[config.mk]
export PLATFORM = sky130hd
export DESIGN_NAME = round_robin_arbiter
export DESIGN_NICKNAME = d
export VERILOG_FILES = /design/src/rtl/round_robin_arbiter_pkg.sv /design/src/rtl/round_robin_arbiter_fpa.sv /design/src/rtl/round_robin_arbiter.sv
export SDC_FILE = /design/constraint.sdc
export NUM_CORES = 1
export LEC_CHECK = 0
export BUFFER_PORTS_ARGS = -buffer_cell sky130_fd_sc_hd__buf_4
export CORE_AREA = 2 2 39 41
export DETAILED_ROUTE_END_ITERATION = 8
export DIE_AREA = 0 0 41 43
export SYNTH_ARGS = -nofsm -noshare
export SYNTH_HDL_FRONTEND = slang
export SYNTH_SLANG_ARGS = --single-unit
[constraint.sdc]
create_clock -name clk -period 2.3 [get_ports clk]
set_input_delay 0.69 -clock clk [delete_from_list [all_inputs] [get_ports clk]]
set_output_delay 0.69 -clock clk [all_outputs]
set_load 0.01 [all_outputs]
[src/rtl/round_robin_arbiter_pkg.sv]
// rtl/round_robin_arbiter_pkg.sv - shared sizing for the round-robin arbiter
// Holds the default requester count and the derived priority-pointer width.
package round_robin_arbiter_pkg;

  localparam int NUM_REQ_DEFAULT = 4;

  // Pointer width for a given requester count; never narrower than 1 bit.
  function automatic int ptr_width(input int num_req);
    return (num_req > 1) ? $clog2(num_req) : 1;
  endfunction

  localparam int PTR_W_DEFAULT = ptr_width(NUM_REQ_DEFAULT);

endpackage

[src/rtl/round_robin_arbiter_fpa.sv]
// rtl/round_robin_arbiter_fpa.sv - fixed-priority selector, lowest index wins
// Ports:
//   i_req  request vector
//   o_gnt  one-hot grant to the lowest set request bit, zero when i_req is zero
module fixed_priority_arbiter
  import round_robin_arbiter_pkg::*;
#(
  parameter int NUM_REQ = NUM_REQ_DEFAULT
) (
  input  logic [NUM_REQ-1:0] i_req,
  output logic [NUM_REQ-1:0] o_gnt
);

  // Two's-complement trick isolates the lowest set bit.
  assign o_gnt = i_req & (~i_req + NUM_REQ'(1));

endmodule

[src/rtl/round_robin_arbiter.sv]
// rtl/round_robin_arbiter.sv - round-robin arbiter with combinational grant
// Ports:
//   clk    rising-edge clock
//   reset  asynchronous active-high reset; clears the pointer and blanks the grant
//   req_i  request vector, bit i = requester i wants access
//   gnt_o  one-hot or zero grant, valid in the same cycle as req_i
module round_robin_arbiter
  import round_robin_arbiter_pkg::*;
#(
  parameter int NUM_REQ = NUM_REQ_DEFAULT
) (
  input  logic               clk,
  input  logic               reset,
  input  logic [NUM_REQ-1:0] req_i,
  output logic [NUM_REQ-1:0] gnt_o
);

  localparam int PTR_W = ptr_width(NUM_REQ);

  logic [PTR_W-1:0]   r_ptr;
  logic [NUM_REQ-1:0] w_mask;
  logic [NUM_REQ-1:0] w_req_masked;
  logic [NUM_REQ-1:0] w_gnt_masked;
  logic [NUM_REQ-1:0] w_gnt_unmasked;
  logic [NUM_REQ-1:0] w_gnt;
  logic [PTR_W-1:0]   w_gnt_idx;
  logic [PTR_W-1:0]   w_ptr_nxt;

  // Mask keeps requesters at or above the pointer, so the first search pass
  // runs ptr..NUM_REQ-1 and the unmasked fallback covers the wrap to 0..ptr-1.
  for (genvar i = 0; i < NUM_REQ; i++) begin : g_mask
    assign w_mask[i] = (r_ptr <= PTR_W'(i));
  end

  assign w_req_masked = req_i & w_mask;

  fixed_priority_arbiter #(.NUM_REQ(NUM_REQ)) u_fpa_masked (
    .i_req (w_req_masked),
    .o_gnt (w_gnt_masked)
  );

  fixed_priority_arbiter #(.NUM_REQ(NUM_REQ)) u_fpa_unmasked (
    .i_req (req_i),
    .o_gnt (w_gnt_unmasked)
  );

  assign w_gnt = (|w_req_masked) ? w_gnt_masked : w_gnt_unmasked;
  assign gnt_o = reset ? '0 : w_gnt;

  always_comb begin
    w_gnt_idx = '0;
    for (int i = 0; i < NUM_REQ; i++) begin
      if (w_gnt[i]) begin
        w_gnt_idx = PTR_W'(i);
      end
    end
  end

  // Explicit wrap so non-power-of-two requester counts stay in range.
  assign w_ptr_nxt = (w_gnt_idx == PTR_W'(NUM_REQ - 1)) ? '0 : w_gnt_idx + PTR_W'(1);

  always_ff @(posedge clk or posedge reset) begin
    if (reset) begin
      r_ptr <= '0;
    end else if (|w_gnt) begin
      r_ptr <= w_ptr_nxt;
    end
  end

endmodule

==> reports/metrics.yaml <==
run_status:
  outcome: "finished, final reports clean"
finish:
  syn_to_final_growth_pct: 32.56
  top_regs: "r_ptr x2"
  antenna_cells: 0
  regMostFlops: "r_ptr"
  drive_gt1_share_pct: 30.43
  largest_reg_flops: 2
  finish.utilization_pct: 25.77
  final_cells: 62
  final_nets: 54
job:
  drv_cap: 0
setup_path:
  crit_family: "compound AO/OA/AOI/OAI gates"
  worstPathCellList: "buf_4 -> nor2_1 -> o21bai_1 -> a211oi_1 -> buf_4"
  worst-path-max-fanout: 8
  path_class: "in -> out"
  arrival_ns: 1.46
  crit_path_top_delay_cell: "a211oi_1"
  r2r_end: "r_ptr[0]"
  cpMostUsedCell: "buf_4"
  start_kind: "primary input"
  r2r_start: "r_ptr[1]"
  required_ns: 1.61
  path_depth: 5
  crit_buf_inv: 2
  endpoint: "gnt_o[2]"
  cp-startpoint: "req_i[0]"
  r2r_slack_ns: 0.98
  reg2regPathDepth: 3
  slowest_delay_ns: 0.22
  endpoint_kind: "output port"
drt:
  vias: 295
  drt_first_pass_iters: 4
  avgViaCountPerCell: 4.758
  routed_wl_um: 638
  ant_nets: 0
  wl_per_cell_um: 10.29
  drt_iter0_markers: 12
  drc_errors: 0
grt:
  top_usage_layer: "met1"
  use_met3_pct: 2.094
  grt_pass1_vias: 264
  grt.overflow.total: 0
  grt_usage_pct: 8.534
  use_met1_pct: 12.22
  grt_pass1_wl_um: 1069
  grt.met2_usage_pct: 11.56
  antenna_found_initial: 0
  grt_max_degree: 14
yosys:
  netlist.area_leader.share_pct: 18.60
  synth_cell_types: 22
  synth_cells: 37
  ys_warn_count: 0
  yosysTopAreaCell: "dfrtp_1"
  synthTopCellsByCount: "a21oi_1 (5), nor2_1 (5), buf_4 (3)"
  ys_ff_latch: 2
  synth_fp_nets: 43
  netlist_area_um2: 269.0
  synth_edf_count: 0
  yosysSeqAreaShare_pct: 18.60
  synthArstFlopShare_pct: 100.0
  synth.avg_cell_area_um2: 7.270
  synth_flop_cell: "dfrtp_1"
  synthTopCellsByArea: "dfrtp_1 (19%), a21oi_1 (9.3%), buf_4 (8.4%)"
die:
  initial_core_util_pct: 19.44
  ioPinCount: 10
  dieArea_um2: 1763
  rows: 14
  die_x_um: 41
  core_um2: 1384
  dieHeight_um: 43
clock_network:
  ctsLongestPathBuffers: 2
  cts_sinks: 2
  cts_hold_buffers: 0
  postCtsSetupRepairBufs: 0
  cts_root_buffer: "clkbuf_4"
  cts_tree: "yes"
  worstSkewPairLatency_ns: 0.22
  cts_buffers: 3
  clkTransAtPathRegs_ns: 0.03
  post_cts_resized: 0
  cts.htree.levels: 1
place:
  dp_slack_ns: 0.1486
  dp.cells: 59
  dp_hpwl_um: 457.1
  globalplace.congestion: 0.8042
  portBuffers: 9
sta:
  hold_viol_final: 0
  finalClockSkew_ns: 0.001886
  setup_violations: 0
  relSlewSlack_pct: 75.29
  tightest_slew_ns: 0.3706
  setup_slack_ns: 0.1519
  rsz0062_at_grt: "false"
  max_freq_ghz: 0.4655
  post-route-period-util_pct: 93.39
  final.min_clock_period_ns: 2.148
  finalMaxSlewViolations: 0
  fin_setup_tns_ns: 0
power:
  powerDensity_nw_per_um2: 931.3
  peakVddDrop_mv: 0.2649
  p_leak_nw: 0.1648
worst_hold_path:
  holdCritPathClass: "in -> async"
[layout by cell type (no fill, tap or decap), types with 2 or more instances in the layout]
| cell | synthesis | final |
|---|---|---|
| buf_4 | 3 | 9 |
| o21bai_1 | 2 | 2 |
| inv_1 | 2 | 2 |
| clkbuf_4 | 0 | 3 |
| nand2_1 | 2 | 2 |
| nand2b_1 | 2 | 2 |
| nor2_1 | 5 | 5 |
| dfrtp_1 | 2 | 2 |
| a21oi_1 | 5 | 5 |
[metrics by stage]
stage	total power [W]	area (µm²)	hold WS [ns]
global placement	0.0002528	334.1	0.5957
detailed placement	0.0002547	334.1	0.5941
finish	0.0003321	356.6	0.3644
floorplan	0.0002308	269.0	0.4449
global route	0.0003653	356.6	0.3649
CTS	0.0003347	356.6	0.3608
[layer usage]
| metal | wire [µm] | up-vias |
|---|---|---|
| li1 | - | 153 |
| met1 | 316 | 133 |
| met2 | 279 | 9 |
| met3 | 42 | 0 |
| met4 | 0 | 0 |
| met5 | 0 | - |
[report_power, final]
part           internal (W)  switching, W
logic             0.0000885     0.0000624
clock network     0.0000574     0.0000177
registers         0.0000532     0.0000530
total              0.000199      0.000133
[cells by family after synthesis]
logic type,share of synthesized area (%)
buffers and inverters,11.16
DFF,18.61
and+or+nand+nor,32.56
AOI/OAI and AO/OA,37.67
[area by class of cell]
class	instances	area [µm²]
Inverter	2	7.507
Fill cell	164	1027
Tap cell	16	20.02
Sequential cell	2	50.05
Timing Repair Buffer	9	67.56
Multi-Input combinational cell	30	188.9
Clock buffer	3	22.52
[worst min-delay path by stage]
| stage | startpoint | to | cells past startpoint |
|---|---|---|---|
| 4_1_cts | reset | r_ptr[0] | 2 |
| 6_report | reset | r_ptr[0] | 2 |
| 3_3_place_gp | reset | r_ptr[0] | 2 |
| 5_1_grt | reset | r_ptr[0] | 2 |
| 2_1_floorplan | reset | r_ptr[0] | 1 |
| 3_5_place_dp | reset | r_ptr[1] | 2 |
Note: power is estimated with default switching activity, not from simulation.
